File: config.mk
export PLATFORM = sky130hd
export DESIGN_NAME = uart_rx_with_buffer_flat
export DESIGN_NICKNAME = d
export VERILOG_FILES = /design/src/rtl/uart_rx_with_buffer_if.sv /design/src/rtl/uart_rx_with_buffer.sv /design/src/flat_wrapper.sv
export SDC_FILE = /design/constraint.sdc
export NUM_CORES = 1
export LEC_CHECK = 0
export CORE_MARGIN = 5
export CORE_UTILIZATION = 55
export CTS_BUF_LIST = sky130_fd_sc_hd__clkbuf_8
export CTS_CLUSTER_SIZE = 12
export DETAILED_ROUTE_END_ITERATION = 16
export PLACE_DENSITY = 0.8
export SYNTH_ARGS = -nofsm -noshare
export SYNTH_HDL_FRONTEND = slang
export SYNTH_SLANG_ARGS = --single-unit
File: constraint.sdc
create_clock -name clk -period 9.25 [get_ports clk]
set_input_delay 1.85 -clock clk [delete_from_list [all_inputs] [get_ports clk]]
set_output_delay 1.85 -clock clk [all_outputs]
set_load 0.1 [all_outputs]
File: src/rtl/uart_rx_with_buffer_if.sv
// Byte stream from the UART receive FIFO head to its consumer.
// Latency: none; this is a plain bundle of wires.
// Backpressure: consumer holds out_ready low to keep the head byte in place.
//
// Signals:
//   out_data   head byte, meaningful only while out_valid=1
//   out_valid  FIFO holds at least one byte
//   out_ready  consumer takes the head byte when out_valid && out_ready
interface uart_rx_with_buffer_if;
    logic [7:0] out_data;
    logic       out_valid;
    logic       out_ready;

    modport master (
        output out_data,
        output out_valid,
        input  out_ready
    );

    modport slave (
        input  out_data,
        input  out_valid,
        output out_ready
    );
endinterface

File: src/rtl/uart_rx_with_buffer.sv
// UART receiver (8N1, LSB first) feeding a first-word-fall-through byte FIFO.
// Latency: byte visible on dout the cycle after its stop bit is sampled (rx has 2-cycle sync delay).
// Backpressure: FIFO absorbs up to 2**FIFO_AW bytes; a byte completing into a full FIFO is dropped and flagged.
//
// Ports:
//   clk, rst_n    system clock, asynchronous active-low reset
//   rx            serial input, idles high, asynchronous to clk
//   dout          head-of-FIFO stream (out_data / out_valid / out_ready)
//   fifo_count    bytes held, 0..2**FIFO_AW
//   frame_error   one-cycle pulse when a stop bit is sampled low
//   overflow      sticky, set when a completed byte is dropped
//   clear_errors  synchronous clear of overflow
module uart_rx_with_buffer #(
    parameter int CLK_PER_BIT = 868,
    parameter int FIFO_AW     = 4
) (
    input  logic                 clk,
    input  logic                 rst_n,
    input  logic                 rx,
    uart_rx_with_buffer_if.master dout,
    output logic [FIFO_AW:0]     fifo_count,
    output logic                 frame_error,
    output logic                 overflow,
    input  logic                 clear_errors
);

    localparam int DEPTH = 1 << FIFO_AW;
    localparam int CNT_W = $clog2(CLK_PER_BIT);
    localparam int CW    = FIFO_AW + 1;

    localparam logic [CNT_W-1:0] CNT_FULL = CNT_W'(CLK_PER_BIT - 1);
    localparam logic [CNT_W-1:0] CNT_HALF = CNT_W'(CLK_PER_BIT / 2 - 1);
    localparam logic [CW-1:0]    CNT_MAX  = CW'(DEPTH);

    typedef enum logic [2:0] {
        S_IDLE,
        S_START,
        S_DATA,
        S_STOP,
        S_BREAK
    } state_t;

    // ---------------------------------------------------------------
    // Input synchroniser; flops reset to the idle (high) line level so
    // reset never looks like a start bit.
    // ---------------------------------------------------------------
    logic rx_meta;
    logic rx_s;

    always_ff @(posedge clk or negedge rst_n) begin
        if (!rst_n) begin
            rx_meta <= 1'b1;
            rx_s    <= 1'b1;
        end else begin
            rx_meta <= rx;
            rx_s    <= rx_meta;
        end
    end

    // ---------------------------------------------------------------
    // Receive FSM. The counter counts down and a sample is taken in the
    // cycle it reads zero; the start bit is loaded with half a bit so
    // every later sample lands mid-bit.
    // ---------------------------------------------------------------
    state_t           state;
    logic [CNT_W-1:0] cnt;
    logic [2:0]       bit_idx;
    logic [7:0]       shift;
    logic             tick;
    logic             push_vld;

    assign tick     = (cnt == '0);
    assign push_vld = (state == S_STOP) && tick && rx_s;

    always_ff @(posedge clk or negedge rst_n) begin
        if (!rst_n) begin
            state       <= S_IDLE;
            cnt         <= '0;
            bit_idx     <= '0;
            shift       <= '0;
            frame_error <= 1'b0;
        end else begin
            frame_error <= 1'b0;
            case (state)
                S_IDLE: begin
                    if (!rx_s) begin
                        state <= S_START;
                        cnt   <= CNT_HALF;
                    end
                end
                S_START: begin
                    if (tick) begin
                        if (!rx_s) begin
                            state   <= S_DATA;
                            bit_idx <= '0;
                            cnt     <= CNT_FULL;
                        end else begin
                            // Line went back high before mid start bit: noise.
                            state <= S_IDLE;
                        end
                    end else begin
                        cnt <= cnt - CNT_W'(1);
                    end
                end
                S_DATA: begin
                    if (tick) begin
                        shift[bit_idx] <= rx_s;
                        cnt            <= CNT_FULL;
                        if (bit_idx == 3'd7) begin
                            state <= S_STOP;
                        end else begin
                            bit_idx <= bit_idx + 3'd1;
                        end
                    end else begin
                        cnt <= cnt - CNT_W'(1);
                    end
                end
                S_STOP: begin
                    if (tick) begin
                        if (rx_s) begin
                            state <= S_IDLE;
                        end else begin
                            frame_error <= 1'b1;
                            state       <= S_BREAK;
                        end
                    end else begin
                        cnt <= cnt - CNT_W'(1);
                    end
                end
                S_BREAK: begin
                    // A held-low line must return high before a new start bit counts.
                    if (rx_s) begin
                        state <= S_IDLE;
                    end
                end
                default: state <= S_IDLE;
            endcase
        end
    end

    // ---------------------------------------------------------------
    // FWFT FIFO. A push into a full FIFO is still taken when the head is
    // popped in the same cycle: the write lands in the slot being freed.
    // ---------------------------------------------------------------
    logic [7:0]         mem [DEPTH];
    logic [FIFO_AW-1:0] wr_ptr;
    logic [FIFO_AW-1:0] rd_ptr;
    logic [CW-1:0]      count;
    logic               pop;
    logic               push_ok;
    logic               drop;

    assign pop     = dout.out_valid && dout.out_ready;
    assign push_ok = push_vld && ((count != CNT_MAX) || pop);
    assign drop    = push_vld && !push_ok;

    always_ff @(posedge clk) begin
        if (push_ok) begin
            mem[wr_ptr] <= shift;
        end
    end

    always_ff @(posedge clk or negedge rst_n) begin
        if (!rst_n) begin
            wr_ptr   <= '0;
            rd_ptr   <= '0;
            count    <= '0;
            overflow <= 1'b0;
        end else begin
            if (push_ok) begin
                wr_ptr <= wr_ptr + FIFO_AW'(1);
            end
            if (pop) begin
                rd_ptr <= rd_ptr + FIFO_AW'(1);
            end
            case ({push_ok, pop})
                2'b10:   count <= count + CW'(1);
                2'b01:   count <= count - CW'(1);
                default: count <= count;
            endcase
            // A fresh drop outranks a clear in the same cycle.
            if (drop) begin
                overflow <= 1'b1;
            end else if (clear_errors) begin
                overflow <= 1'b0;
            end
        end
    end

    assign fifo_count     = count;
    assign dout.out_valid = (count != '0);
    // Memory is not reset, so the head is masked to zero while empty.
    assign dout.out_data  = dout.out_valid ? mem[rd_ptr] : 8'h00;

endmodule

File: src/flat_wrapper.sv
// flat-port wrapper written by rule: the top's interface ports become plain ports
module uart_rx_with_buffer_flat 
#(
    parameter int CLK_PER_BIT = 868,
    parameter int FIFO_AW     = 4
)
  (clk, rst_n, rx, fifo_count, frame_error, overflow, clear_errors, dout_out_data, dout_out_valid, dout_out_ready);
  uart_rx_with_buffer_if dout_i ();
  input  logic clk;
  input  logic rst_n;
  input  logic rx;
  output logic [FIFO_AW:0] fifo_count;
  output logic frame_error;
  output logic overflow;
  input  logic clear_errors;
  output wire logic [$bits(dout_i.out_data)-1:0] dout_out_data;
  output wire logic [$bits(dout_i.out_valid)-1:0] dout_out_valid;
  input wire logic [$bits(dout_i.out_ready)-1:0] dout_out_ready;
  assign dout_out_data = dout_i.out_data;
  assign dout_out_valid = dout_i.out_valid;
  assign dout_i.out_ready = dout_out_ready;
  uart_rx_with_buffer #(.CLK_PER_BIT(CLK_PER_BIT), .FIFO_AW(FIFO_AW)) u_core (.clk(clk), .rst_n(rst_n), .rx(rx), .dout(dout_i), .fifo_count(fifo_count), .frame_error(frame_error), .overflow(overflow), .clear_errors(clear_errors));
endmodule
==> flow_summary.rst, run 1 <==
.. list-table::
   :header-rows: 1

   * - Metric
     - Value
   * - Total design power
     - 1.31 mW
   * - Max Fclk
     - 182 MHz
   * - Post-synthesis compound-gate area fraction
     - 0.0653
   * - Post-Syn Area per Cell
     - 16.0 um^2
   * - Fraction of post-synthesis cell area in the top cell type by area
     - 0.519
   * - Cell leakage power
     - 3.07 nW
   * - Worst Hold Launch
     - u_core.rx_meta$_DFF_PN1_
   * - Via count
     - 4107
   * - Global-route total usage across every layer
     - 0.184
   * - Met2 wire len
     - 6860 um
   * - Wire length of the first global-routing pass
     - 22500 um
   * - Data arrival time of the critical path
     - 3.64 ns
   * - Worst Reg-to-Reg Cells
     - 10
   * - Total setup buffers inserted after CTS
     - 0
   * - Iter 0 DRT Violations
     - 411
   * - Number of nets produced by synthesis
     - 482
   * - Mux cell area share after synthesis
     - 0.138
   * - Result of the run
     - finished, final reports clean
   * - Worst hold-check path type
     - reg2reg
   * - Hold bufs inserted after CTS
     - 0
   * - Number of gates resized after cts
     - 0
   * - Gp weighted congestion
     - 0.836
   * - # DRC
     - 0
   * - Area Overhead vs Synth
     - 9.88%
   * - Crit Path Class
     - reg2out
   * - Number of detailed-routing iterations run before antenna repair
     - 5
   * - Number of synthesized flops with an enable pin
     - 128
   * - Area fraction in and, or, nand and nor cells after synthesis
     - 0.0841
   * - Floorplan die height
     - 126 um
   * - Largest family of logic cells by synthesized area
     - multiplexers
   * - Setup TNS
     - 0 ns
   * - Reg2reg setup slack
     - 5.85 ns
   * - Final setup fails
     - 0
   * - Post-route antenna net violation count
     - 0
   * - Fraction of synthesis flops using an asynchronous set or reset pin
     - 0.243
   * - Largest fanout of any net on the critical path
     - 35
   * - Terminating pin of the worst hold path
     - u_core.rx_s$_DFF_PN1_
   * - Slew margin rel.
     - 0.238
   * - Number of buffers created by CTS
     - 17
   * - Count of yosys warnings during synthesis
     - 0
   * - Average routed wire per standard cell
     - 20.6 um
   * - Fin nets
     - 500
   * - WHS Path Cells
     - 0
   * - Peak supply drop
     - 0.114 mV
   * - Effective utilization at floorplan
     - 0.560
   * - Post-layout utilization of the core
     - 0.615
   * - Clock insertion delay at the later pin of the skew report
     - 0.46 ns
   * - Xor/xnor share of the synthesized area
     - 0.0118
   * - Post-synthesis instance area
     - 7410 um^2
   * - Buffer type at the clock tree root
     - sky130_fd_sc_hd__clkbuf_8
   * - Detail Placement HPWL
     - 9280 um
   * - Antenna violations before repair
     - 0
   * - Crit. End Element
     - output port
   * - Min Tclk post-route
     - 5.49 ns
   * - Uppermost layer routed
     - met4
   * - Fraction of the yosys area taken by sequential cells
     - 0.658
   * - Post-route met1 wirelength
     - 5980 um
   * - Count of port buffers added during placement
     - 20
   * - Number of max-slew violations in the final report
     - 0
   * - Power density cells
     - 161 nW/um^2
   * - CP Launch Type
     - register
   * - TritonCTS clock tree
     - built
   * - Number of top-level pins
     - 21
   * - Layout Cells excl Fill
     - 671
   * - Max_cap viols
     - 0
   * - Die area
     - 15900 um^2
   * - Most area-consuming cells after synthesis
     - sky130_fd_sc_hd__edfxtp_1 52%, sky130_fd_sc_hd__dfrtp_1 13%, sky130_fd_sc_hd__mux4_2 9.7%
   * - Most area-hungry cell type in the Yosys netlist
     - sky130_fd_sc_hd__edfxtp_1
   * - Core Box Area
     - 13200 um^2
   * - Die Wd
     - 126 um
   * - Grt total ovfl
     - 0
   * - Maximum number of pins on one net before global-route repair
     - 42
   * - Crit Reg-Reg Endpoint
     - u_core.fifo_count[4]$_DFFE_PN0P_
   * - WP data required
     - 7.40 ns
   * - Clock slew at reported path FFs
     - 0.08 ns
   * - Flip-flop and latch count after synthesis
     - 169
   * - Share of the clock period used by the worst path after layout
     - 0.594
   * - Number of cells after detailed placement
     - 639
   * - Post-detailed-routing wire length
     - 13800 um
   * - Number of global-route vias before repair
     - 4207
   * - Maximum level of the CTS H-tree
     - 4
   * - Clock Sinks
     - 169
   * - Count of endpoints failing hold in the final timing report
     - 0
   * - Standard-cell row count
     - 42
   * - Clock Skew
     - 0.0160 ns
   * - Pin slew with the least headroom to its limit
     - 1.14 ns
   * - Synthesized instance count
     - 464
   * - Max Buffers Root-to-Sink
     - 2
   * - Worst hold slack after final layout
     - 0.363 ns
   * - Ant diodes
     - 0
   * - Synth Area in Adders
     - 0.0220
   * - RSZ-0062 raised after global routing
     - false
   * - Launching point of the worst reg2reg path
     - u_core.cnt[4]$_DFFE_PN0P_
   * - Wire length on met3
     - 828 um
   * - Vias per Instance
     - 6.12
   * - Synth Flop Type
     - sky130_fd_sc_hd__edfxtp_1
   * - Fraction of layout cells with a size suffix above 1
     - 0.190
   * - Number of distinct standard cells referenced by the synthesized netlist
     - 64
stage by stage:
stage	area, um^2	setup slack, ns
final	8140	3.76
after global placement	7750	4.27
after detailed placement	7750	4.18
after CTS	8140	3.69
after global routing	8140	3.54
after floorplan	7410	3.29
layer usage:
metal | GRT usage | vias to the layer above
met5 | 0 | -
met4 | 0.0498 | 0
met3 | 0.0508 | 11
met2 | 0.303 | 139
met1 | 0.244 | 2084
li1 | - | 1873
cell type report:
type,count,area [um^2]
multi-input combinational,257,2380
timing repair buffer,25,233
clock inverter,11,97.6
fill,984,5100
sequential,169,4870
inverter,12,45.0
tap,176,220
clock buffer,21,289
synth_stat cells (3+ instances only):
library cell and n:
sky130_fd_sc_hd__nor2b_1 6, sky130_fd_sc_hd__buf_2 6, sky130_fd_sc_hd__o21ai_0 10, sky130_fd_sc_hd__buf_1 5
sky130_fd_sc_hd__nor2_1 25, sky130_fd_sc_hd__a211oi_1 3, sky130_fd_sc_hd__o22ai_1 11, sky130_fd_sc_hd__ha_1 13
sky130_fd_sc_hd__nand3_1 8, sky130_fd_sc_hd__nor4_4 3, sky130_fd_sc_hd__a211o_1 3, sky130_fd_sc_hd__nand4_1 5
sky130_fd_sc_hd__edfxtp_1 128, sky130_fd_sc_hd__a21oi_1 10, sky130_fd_sc_hd__xnor2_1 6, sky130_fd_sc_hd__mux2i_1 17
sky130_fd_sc_hd__mux2_2 11, sky130_fd_sc_hd__mux4_2 32, sky130_fd_sc_hd__or3_1 3, sky130_fd_sc_hd__or4_1 4
sky130_fd_sc_hd__nand2_1 17, sky130_fd_sc_hd__nand2b_1 8, sky130_fd_sc_hd__xor2_1 4, sky130_fd_sc_hd__dfrtp_1 39
sky130_fd_sc_hd__nor3_1 8, sky130_fd_sc_hd__inv_1 12, sky130_fd_sc_hd__clkbuf_1 14, sky130_fd_sc_hd__o31ai_1 3
layout by cell type (no fill, tap or decap), types with 4 or more instances in the layout:
master,count
sky130_fd_sc_hd__a21oi_1,10
sky130_fd_sc_hd__buf_4,5
sky130_fd_sc_hd__clkbuf_8,21
sky130_fd_sc_hd__clkdlybuf4s50_1,19
sky130_fd_sc_hd__dfrtp_1,38
sky130_fd_sc_hd__edfxtp_1,128
sky130_fd_sc_hd__ha_1,13
sky130_fd_sc_hd__inv_1,14
sky130_fd_sc_hd__mux2_2,11
sky130_fd_sc_hd__mux2i_1,17
sky130_fd_sc_hd__mux4_2,32
sky130_fd_sc_hd__nand2_1,17
sky130_fd_sc_hd__nand2b_1,8
sky130_fd_sc_hd__nand3_1,8
sky130_fd_sc_hd__nand4_1,5
sky130_fd_sc_hd__nor2_1,25
sky130_fd_sc_hd__nor2b_1,6
sky130_fd_sc_hd__nor3_1,8
sky130_fd_sc_hd__o21ai_0,10
sky130_fd_sc_hd__o22ai_1,11
sky130_fd_sc_hd__or4_1,4
sky130_fd_sc_hd__xnor2_1,6
sky130_fd_sc_hd__xor2_1,4
report_power, final:
part	internal [mW]	total, mW	switching, mW
logic	0.00165	0.00628	0.00463
clock network	0.241	0.495	0.254
registers	0.807	0.808	0.00105
worst max path at each step:
stage	start	endpoint	slack (ns)	cells past startpoint
after floorplan	u_core.fifo_count[2]$_DFFE_PN0P_	dout_out_data[6]	3.29	5
after global placement	u_core.rd_ptr[0]$_DFFE_PN0P_	dout_out_data[0]	4.27	4
after detailed placement	u_core.rd_ptr[0]$_DFFE_PN0P_	dout_out_data[0]	4.18	4
after CTS	u_core.rd_ptr[0]$_DFFE_PN0P_	dout_out_data[0]	3.69	4
after global routing	u_core.rd_ptr[0]$_DFFE_PN0P_	dout_out_data[0]	3.54	4
final	u_core.rd_ptr[0]$_DFFE_PN0P_	dout_out_data[0]	3.76	4
critical path, stage by stage (launching register included):
cell and delay, ns:
sky130_fd_sc_hd__dfrtp_2 1.13, sky130_fd_sc_hd__mux4_2 0.62, sky130_fd_sc_hd__mux2i_1 0.26, sky130_fd_sc_hd__o22ai_1 0.16, sky130_fd_sc_hd__clkdlybuf4s50_1 1.00
cell families after synthesis:
| family | count (synthesis) |
|---|---|
| and+or+nand+nor | 106 |
| buffers and inverters | 38 |
| xor gates and xnor gates | 10 |
| adders and majority gates | 13 |
| muxes | 61 |
| DFF | 169 |
| AOI/OAI and AO/OA | 67 |
flip-flops by register name, indices dropped and copies added, names as in the netlist:
signal and flops:
u_core.overflow 1, u_core.wr_ptr 4, u_core.shift 8, u_core.rx_s 1, u_core.cnt 10, u_core.rx_meta 1
u_core.rd_ptr 4, u_core.state 3, u_core.bit_idx 3, u_core.fifo_count 5, u_core.frame_error 1, u_core.mem 128
Power figures use the tool's default switching activity.
==> run 2, diff against run 1 <==
Clock period 9.25 ns to 5.7 ns, I/O delays scaled along.
==> flow_summary.rst, run 2 (synthesis results as in run 1) <==
.. list-table::
   :header-rows: 1

   * - Metric
     - Value
   * - Die Wd
     - 126 um (unchanged)
   * - Fin nets
     - 501 (was 500)
   * - Final setup fails
     - 0 (unchanged)
   * - Maximum number of pins on one net before global-route repair
     - 42 (unchanged)
   * - Post-layout utilization of the core
     - 0.613 (was 0.615)
   * - Hold bufs inserted after CTS
     - 0 (unchanged)
   * - Die area
     - 15900 um^2 (unchanged)
   * - Terminating pin of the worst hold path
     - u_core.rx_s$_DFF_PN1_ (unchanged)
   * - Crit path from
     - u_core.rd_ptr[0]$_DFFE_PN0P_ (unchanged)
   * - Maximum level of the CTS H-tree
     - 4 (unchanged)
   * - Crit Path Class
     - reg2out (unchanged)
   * - Global-route total usage across every layer
     - 0.185 (was 0.184)
   * - Critical path's largest stage delay
     - 0.99 ns (was 1.13 ns)
   * - Result of the run
     - finished, final reports clean (unchanged)
   * - Max Buffers Root-to-Sink
     - 2 (unchanged)
   * - Power density cells
     - 259 nW/um^2 (was 161 nW/um^2)
   * - Min Tclk post-route
     - 4.69 ns
   * - Setup TNS
     - 0 ns (unchanged)
   * - Standard-cell row count
     - 42 (unchanged)
   * - Number of cells after detailed placement
     - 640 (was 639)
   * - Reg2reg setup slack
     - 2.30 ns (was 5.85 ns)
   * - Buffering stage count on the worst path with inverters included
     - 2 (was 1)
   * - Largest delay share family, worst path
     - buffers and inverters (was flip-flops)
   * - Count of endpoints failing hold in the final timing report
     - 0 (unchanged)
   * - Floorplan die height
     - 126 um (unchanged)
   * - Slew margin rel.
     - 0.324 (was 0.238)
   * - WP data required
     - 4.56 ns (was 7.40 ns)
   * - Largest Register
     - u_core.mem (unchanged)
   * - Clock insertion delay at the later pin of the skew report
     - 0.45 ns (was 0.46 ns)
   * - Min setup slack post-route
     - 1.01 ns (was 3.76 ns)
   * - Data arrival time of the critical path
     - 3.55 ns (was 3.64 ns)
   * - Slowest CP cell
     - sky130_fd_sc_hd__clkdlybuf4s50_1 (was sky130_fd_sc_hd__dfrtp_2)
   * - Gp weighted congestion
     - 0.833 (was 0.836)
   * - Most used cells in the layout excluding fill and tap cells
     - 128 x sky130_fd_sc_hd__edfxtp_1, 38 x sky130_fd_sc_hd__dfrtp_1, 32 x sky130_fd_sc_hd__mux4_2 (unchanged)
   * - Detail Placement HPWL
     - 9370 um (was 9280 um)
   * - Dpl ws
     - 1.43 ns (was 4.18 ns)
   * - Peak supply drop
     - 0.147 mV (was 0.114 mV)
   * - Ant diodes
     - 0 (unchanged)
   * - Area Overhead vs Synth
     - 9.64% (was 9.88%)
   * - Number of gates resized after cts
     - 0 (unchanged)
   * - Max Fclk
     - 213 MHz
   * - Biggest regs
     - u_core.mem (128), u_core.cnt (10), u_core.shift (8) (unchanged)
   * - Buffer type at the clock tree root
     - sky130_fd_sc_hd__clkbuf_8 (unchanged)
   * - Clock Sinks
     - 169 (unchanged)
   * - Iter 0 DRT Violations
     - 405 (was 411)
   * - Crit Reg-Reg Endpoint
     - u_core.fifo_count[4]$_DFFE_PN0P_ (unchanged)
   * - TritonCTS clock tree
     - built (unchanged)
   * - Largest fanout of any net on the critical path
     - 26 (was 35)
   * - Worst Reg-to-Reg Cells
     - 10 (unchanged)
   * - Total setup buffers inserted after CTS
     - 0 (unchanged)
   * - Max_cap viols
     - 0 (unchanged)
   * - Worst hold-check path type
     - reg2reg (unchanged)
   * - Antenna violations before repair
     - 0 (unchanged)
   * - Number of global-route vias before repair
     - 4153 (was 4207)
   * - RSZ-0062 raised after global routing
     - false (unchanged)
   * - Leading cell type in the layout, fill and taps excluded
     - sky130_fd_sc_hd__edfxtp_1 (unchanged)
   * - Worst Hold Launch
     - u_core.rx_meta$_DFF_PN1_ (unchanged)
   * - Total design power
     - 2.10 mW (was 1.31 mW)
   * - Ordered cell list for the critical path
     - buf_4 > mux4_2 > mux2i_1 > o22ai_1 > clkdlybuf4s50_1 (was mux4_2 > mux2i_1 > o22ai_1 > clkdlybuf4s50_1)
   * - Worst hold slack after final layout
     - 0.360 ns (was 0.363 ns)
   * - Post-detailed-routing wire length
     - 13900 um (was 13800 um)
   * - WHS Path Cells
     - 0 (unchanged)
   * - Effective utilization at floorplan
     - 0.560 (unchanged)
   * - Average routed wire per standard cell
     - 20.7 um (was 20.6 um)
   * - Number of detailed-routing iterations run before antenna repair
     - 5 (unchanged)
   * - Clock slew at reported path FFs
     - 0.09 ns (was 0.08 ns)
   * - Cell leakage power
     - 3.05 nW (was 3.07 nW)
   * - Total cell area at the placement stage
     - 7760 um^2 (was 7750 um^2)
   * - Filler cell count
     - 974 (was 984)
   * - Core Box Area
     - 13200 um^2 (unchanged)
   * - Number of top-level pins
     - 21 (unchanged)
   * - Vias per Instance
     - 6.16 (was 6.12)
   * - Wire length of the first global-routing pass
     - 22700 um (was 22500 um)
   * - # DRC
     - 0 (unchanged)
   * - Fraction of layout cells with a size suffix above 1
     - 0.192 (was 0.190)
   * - Layout Cells excl Fill
     - 672 (was 671)
   * - Post-route antenna net violation count
     - 0 (unchanged)
   * - Via count
     - 4139 (was 4107)
   * - CP Launch Type
     - register (unchanged)
   * - Share of the clock period used by the worst path after layout
     - 0.822
   * - Number of buffers created by CTS
     - 17 (unchanged)
   * - Count of port buffers added during placement
     - 20 (unchanged)
   * - Flip-flop count of the largest register, all copies and words added
     - 128 (unchanged)
   * - Launching point of the worst reg2reg path
     - u_core.cnt[4]$_DFFE_PN0P_ (unchanged)
   * - Grt total ovfl
     - 0 (unchanged)
   * - Crit. End Element
     - output port (unchanged)
   * - Final cell area excluding filler cells
     - 8120 um^2 (was 8140 um^2)
   * - Number of max-slew violations in the final report
     - 0 (unchanged)
   * - Pin slew with the least headroom to its limit
     - 1.01 ns (was 1.14 ns)
   * - Clock Skew
     - 0.0146 ns (was 0.0160 ns)
-- run 2: cell count changes in the layout (fill, tap and decap cells not counted), sizes merged --
cell      delta
buf          +1
clkbuf       -4
clkinv       +1
clkinvlp     +3
-- run 2: worst max path at each step --
stage                        to  slack, ns  depth (start not counted)
6_report       dout_out_data[2]       1.01                          5
2_1_floorplan  dout_out_data[6]       0.45                          5
4_1_cts        dout_out_data[2]       0.93                          5
3_5_place_dp   dout_out_data[2]       1.43                          5
3_3_place_gp   dout_out_data[1]       1.51                          5
5_1_grt        dout_out_data[2]       0.72                          5
-- run 2: layer usage --
metal	up-vias	track usage	part of all wire
met5	-	0	0
met4	0	0.0492	0.011
met3	17	0.0474	0.053
met2	134	0.305	0.51
met1	2108	0.247	0.43
li1	1880	-	-
-- run 2: area by class of cell --
cell class                      instances  area (um^2)  area share
Clock buffer                           17          234      0.0288
Sequential cell                       169         4870       0.600
Inverter                               12         45.0     0.00554
Multi-Input combinational cell        257         2380       0.293
Tap cell                              176          220      0.0271
Clock inverter                         15          128      0.0157
Timing Repair Buffer                   26          240      0.0296
-- run 2: report_power, final --
| group | switching (mW) | internal (mW) |
|---|---|---|
| registers | 0.00178 | 1.31 |
| clock network | 0.434 | 0.345 |
| logic | 0.00766 | 0.00267 |
==> run 3, diff against run 2 <==
Clock period 5.7 ns to 4.6 ns, I/O delays scaled along.
==> flow_summary.rst, run 3 (synthesis results as in run 1) <==
.. list-table::
   :header-rows: 1

   * - Metric
     - Value
   * - Result of the run
     - finished, final reports clean (unchanged)
   * - Hold bufs inserted after CTS
     - 0 (unchanged)
   * - Fraction of layout cells with a size suffix above 1
     - 0.212 (was 0.192)
   * - Ant diodes
     - 0 (unchanged)
   * - Maximum level of the CTS H-tree
     - 4 (unchanged)
   * - Post-detailed-routing wire length
     - 14600 um (was 13900 um)
   * - Crit. End Element
     - output port (unchanged)
   * - Met1 track demand over resource in global routing
     - 0.272 (was 0.247)
   * - Number of global-route vias before repair
     - 4215 (was 4153)
   * - Count of endpoints failing hold in the final timing report
     - 0 (unchanged)
   * - Clock Skew
     - 0.0136 ns (was 0.0146 ns)
   * - Post-layout utilization of the core
     - 0.617 (was 0.613)
   * - # DRC
     - 0 (unchanged)
   * - Number of top-level pins
     - 21 (unchanged)
   * - Largest Register
     - u_core.mem (unchanged)
   * - Routing usage on met2
     - 0.305 (about the same)
   * - Count of port buffers added during placement
     - 20 (unchanged)
   * - Global-route total usage across every layer
     - 0.195 (was 0.185)
   * - Clock slew at reported path FFs
     - 0.09 ns (about the same)
   * - TritonCTS clock tree
     - built (unchanged)
   * - Area Overhead vs Synth
     - 10.2% (was 9.64%)
   * - Flip-flop count of the largest register, all copies and words added
     - 128 (unchanged)
   * - Average routed wire per standard cell
     - 21.7 um (was 20.7 um)
   * - Gp weighted congestion
     - 0.796 (was 0.833)
   * - Floorplan die height
     - 126 um (unchanged)
   * - Number of detailed-routing iterations run before antenna repair
     - 7 (was 5)
   * - Met3 demand-to-capacity share in global routing
     - 0.0466 (was 0.0474)
   * - Standard-cell row count
     - 42 (unchanged)
   * - Footprint of the flip-flops and latches
     - 4870 um^2 (about the same)
   * - Crit Path Class
     - reg2out (unchanged)
   * - Peak supply drop
     - 0.176 mV (was 0.147 mV)
   * - Maximum number of pins on one net before global-route repair
     - 42 (unchanged)
   * - Pin slew with the least headroom to its limit
     - 1.12 ns (was 1.01 ns)
   * - Fin nets
     - 501 (unchanged)
   * - Buffer type at the clock tree root
     - sky130_fd_sc_hd__clkbuf_8 (unchanged)
   * - Post-route antenna net violation count
     - 0 (unchanged)
   * - Wire length of the first global-routing pass
     - 23600 um (was 22700 um)
   * - CP Launch Type
     - register (unchanged)
   * - Max Buffers Root-to-Sink
     - 2 (unchanged)
   * - Vias per Instance
     - 6.24 (was 6.16)
   * - Iter 0 DRT Violations
     - 436 (was 405)
   * - Die area
     - 15900 um^2 (unchanged)
   * - Grt total ovfl
     - 0 (unchanged)
   * - Clock Sinks
     - 169 (unchanged)
   * - Min Tclk post-route
     - 3.72 ns
   * - Die Wd
     - 126 um (unchanged)
   * - Power density cells
     - 336 nW/um^2 (was 259 nW/um^2)
   * - Share of the clock period used by the worst path after layout
     - 0.809
   * - Leading cell type in the layout, fill and taps excluded
     - sky130_fd_sc_hd__edfxtp_1 (unchanged)
   * - Multi-input combinational cell area
     - 2380 um^2 (unchanged)
   * - Detail Placement HPWL
     - 9570 um (was 9370 um)
   * - Number of buffers created by CTS
     - 17 (unchanged)
   * - Worst hold-check path type
     - reg2reg (unchanged)
   * - WP data required
     - 3.68 ns (was 4.56 ns)
   * - Via count
     - 4194 (was 4139)
   * - Max_cap viols
     - 0 (unchanged)
   * - Min setup slack post-route
     - 0.877 ns (was 1.01 ns)
   * - Layout Cells excl Fill
     - 672 (unchanged)
   * - Number of gates resized after cts
     - 0 (unchanged)
   * - Cell leakage power
     - 3.10 nW (was 3.05 nW)
   * - Most used cells in the layout excluding fill and tap cells
     - 128 x sky130_fd_sc_hd__edfxtp_1, 37 x sky130_fd_sc_hd__dfrtp_1, 32 x sky130_fd_sc_hd__mux4_2 (was 128 x sky130_fd_sc_hd__edfxtp_1, 38 x sky130_fd_sc_hd__dfrtp_1, 32 x sky130_fd_sc_hd__mux4_2)
   * - Core Box Area
     - 13200 um^2 (unchanged)
   * - Clock insertion delay at the later pin of the skew report
     - 0.46 ns (was 0.45 ns)
   * - Number of cells after detailed placement
     - 640 (unchanged)
   * - Largest fanout of any net on the critical path
     - 21 (was 26)
   * - Dpl ws
     - 0.995 ns (was 1.43 ns)
   * - Filler cell count
     - 997 (was 974)
   * - Final setup fails
     - 0 (unchanged)
   * - Worst hold slack after final layout
     - 0.360 ns (about the same)
   * - Max Fclk
     - 269 MHz
   * - Biggest regs
     - u_core.mem (128), u_core.cnt (10), u_core.shift (8) (unchanged)
   * - Total design power
     - 2.74 mW (was 2.10 mW)
   * - Most Used Layer, Global Route
     - met2 (unchanged)
   * - Data arrival time of the critical path
     - 2.80 ns (was 3.55 ns)
   * - Number of max-slew violations in the final report
     - 0 (unchanged)
   * - Reg2reg setup slack
     - 1.22 ns (was 2.30 ns)
   * - Slew margin rel.
     - 0.250 (was 0.324)
   * - RSZ-0062 raised after global routing
     - false (unchanged)
   * - Effective utilization at floorplan
     - 0.560 (unchanged)
   * - Antenna violations before repair
     - 0 (unchanged)
   * - Total setup buffers inserted after CTS
     - 0 (unchanged)
## run 3: final cells by class
cell class / instances / area share
Inverter: 12 / 0.00552
Timing Repair Buffer: 26 / 0.0270
Multi-Input combinational cell: 257 / 0.292
Tap cell: 176 / 0.0270
Clock buffer: 17 / 0.0287
Clock inverter: 15 / 0.0230
Sequential cell: 169 / 0.597
## run 3: final timing paths
kind,start,to,cells past startpoint
max in group asynchronous,rst_n,u_core.rd_ptr[0]$_DFFE_PN0P_,1
setup reg to reg,u_core.cnt[4]$_DFFE_PN0P_,u_core.fifo_count[4]$_DFFE_PN0P_,10
setup / recovery,u_core.rd_ptr[0]$_DFFE_PN0P_,dout_out_data[7],5
hold / removal,u_core.rx_meta$_DFF_PN1_,u_core.rx_s$_DFF_PN1_,0
min in group asynchronous,rst_n,u_core.cnt[2]$_DFFE_PN0P_,1
hold reg to reg,u_core.rx_meta$_DFF_PN1_,u_core.rx_s$_DFF_PN1_,0
## run 3: per-stage QoR
step | instance area [um^2] | setup TNS (ns)
after CTS | 8170 | 0
after global routing | 8170 | 0
after detailed placement | 7740 | 0
after floorplan | 7410 | -3.35
after global placement | 7740 | 0
final | 8170 | 0
## run 3: layer usage
metal / share of wire / up-vias
met5: 0 / -
met4: 0.017 / 0
met3: 0.075 / 17
met2: 0.50 / 186
met1: 0.41 / 2117
li1: - / 1874
## run 3: power breakdown
group | switching [mW] | internal, mW
clock network | 0.557 | 0.549
registers | 0.00218 | 1.62
logic | 0.00913 | 0.00332
## run 3: critical path: stages (launching register included)
cell	delay (ns)
sky130_fd_sc_hd__dfrtp_2	0.83
sky130_fd_sc_hd__buf_4	0.36
sky130_fd_sc_hd__mux4_2	0.57
sky130_fd_sc_hd__mux2i_1	0.20
sky130_fd_sc_hd__o22ai_1	0.12
sky130_fd_sc_hd__buf_4	0.25
==> patch (settings of run 2) <==
Make the reset (`rst_n`) synchronous in 3 clocked blocks. Comments in the files are not updated.
--- a/src/rtl/uart_rx_with_buffer.sv
+++ b/src/rtl/uart_rx_with_buffer.sv
@@ -47,7 +47,7 @@
     logic rx_meta;
     logic rx_s;
 
-    always_ff @(posedge clk or negedge rst_n) begin
+    always_ff @(posedge clk) begin
         if (!rst_n) begin
             rx_meta <= 1'b1;
             rx_s    <= 1'b1;
@@ -72,7 +72,7 @@
     assign tick     = (cnt == '0);
     assign push_vld = (state == S_STOP) && tick && rx_s;
 
-    always_ff @(posedge clk or negedge rst_n) begin
+    always_ff @(posedge clk) begin
         if (!rst_n) begin
             state       <= S_IDLE;
             cnt         <= '0;
@@ -160,7 +160,7 @@
         end
     end
 
-    always_ff @(posedge clk or negedge rst_n) begin
+    always_ff @(posedge clk) begin
         if (!rst_n) begin
             wr_ptr   <= '0;
             rd_ptr   <= '0;
Formal check against the unedited RTL: same outputs for any inputs over 10 cycles, from zero or initial values and one cycle with rst_n low; that may be too few to reach the edited logic, so the function may still have changed.
==> patch against run 2 <==
- sequential cell count increased by 4
- synthesized area is 1.7% lower
- worst setup slack worse by 0.027 ns
- clock skew down 0.0070 ns
- hold slack better by 0.056 ns
- die area shrank 1.6%
- count of clock-buffer cells in the layout rose by 3
- design area is 0.60% lower
- utilization increased by 0.12 points
- routed wire length fell by 3.3%
- critical endpoint is now dout_out_data[6]
- largest cell class unchanged
Power is not compared: it rests on default switching activity, and its combinational part moved more than twofold at a synthesized area within 25%.
==> patch: results <==
# TYPE chip_impl_metric gauge
chip_impl_info{name="outcome",value="complete, no violations"} 1
chip_impl_metric{name="synth-compound-area-share",unit="%"} 5.41
chip_impl_metric{name="post-dp-hpwl",unit="mm"} 9.39
chip_impl_metric{name="cp_max_fo",unit=""} 14
chip_impl_metric{name="fraction_of_area_in_multi_input_gates",unit="%"} 29.6
chip_impl_metric{name="cp_slowest_stage_delay",unit="ns"} 1.01
chip_impl_metric{name="synthDominantCellAreaShare",unit="%"} 52.8
chip_impl_metric{name="n_all_buffers",unit=""} 24
chip_impl_metric{name="layout.non_clock_inverters",unit=""} 15
chip_impl_metric{name="hold-path-cell-count",unit=""} 1
chip_impl_metric{name="final_nets",unit=""} 504
chip_impl_info{name="ranking_of_synthesized_cells_by_instance_count",value="sky130_fd_sc_hd__edfxtp_1 (128), sky130_fd_sc_hd__dfxtp_1 (45), sky130_fd_sc_hd__mux4_2 (40), sky130_fd_sc_hd__nor2_1 (24), sky130_fd_sc_hd__nand2_1 (20)"} 1
chip_impl_metric{name="yosys-mux-area-fraction",unit="%"} 13.9
chip_impl_metric{name="grt_pass1_vias",unit=""} 4014
chip_impl_metric{name="place_ws",unit="ns"} 1.42
chip_impl_metric{name="gr-usage-all-layers",unit="%"} 18.3
chip_impl_metric{name="dpl_cell_area",unit="um^2"} 7640
chip_impl_metric{name="routed_wl",unit="mm"} 13.5
chip_impl_metric{name="place.detailed.instances",unit=""} 643
chip_impl_metric{name="synth_adder_area_share",unit="%"} 2.34
chip_impl_metric{name="seq_cell_count",unit=""} 173
chip_impl_metric{name="finalNonFillerCells",unit=""} 675
chip_impl_metric{name="grt_first_pass_wirelength",unit="mm"} 21.9
chip_impl_metric{name="fin_worst_skew",unit="ns"} 0.00755
chip_impl_metric{name="n_multi_input_combinational_cell",unit=""} 255
chip_impl_metric{name="asyncSetResetFlopFracSynth",unit="%"} 0
==> patch: cell types whose count changed after synthesis, moves of 6 or more <==
cell / before / now
sky130_fd_sc_hd__and2_1: 2 / 17
sky130_fd_sc_hd__dfrtp_1: 39 / 0
sky130_fd_sc_hd__dfxtp_1: 0 / 45
sky130_fd_sc_hd__mux4_2: 32 / 40
sky130_fd_sc_hd__o22ai_1: 11 / 0
sky130_fd_sc_hd__mux2i_1: 17 / 11
sky130_fd_sc_hd__mux2_2: 11 / 0
sky130_fd_sc_hd__nor2b_1: 6 / 12
==> patch: layer usage <==
| metal | wire length [um] | share of wire, % |
|---|---|---|
| met5 | 0 | 0 |
| met3 | 559 | 4.2 |
| met4 | 207 | 1.5 |
| met2 | 7080 | 53 |
| met1 | 5610 | 42 |
==> patch: power by group <==
part | internal [uW] | switching [uW] | leakage [uW]
logic | 190 | 452 | 0.000848
clock network | 471 | 435 | 0.000204
registers | 1350 | 37.9 | 0.00167
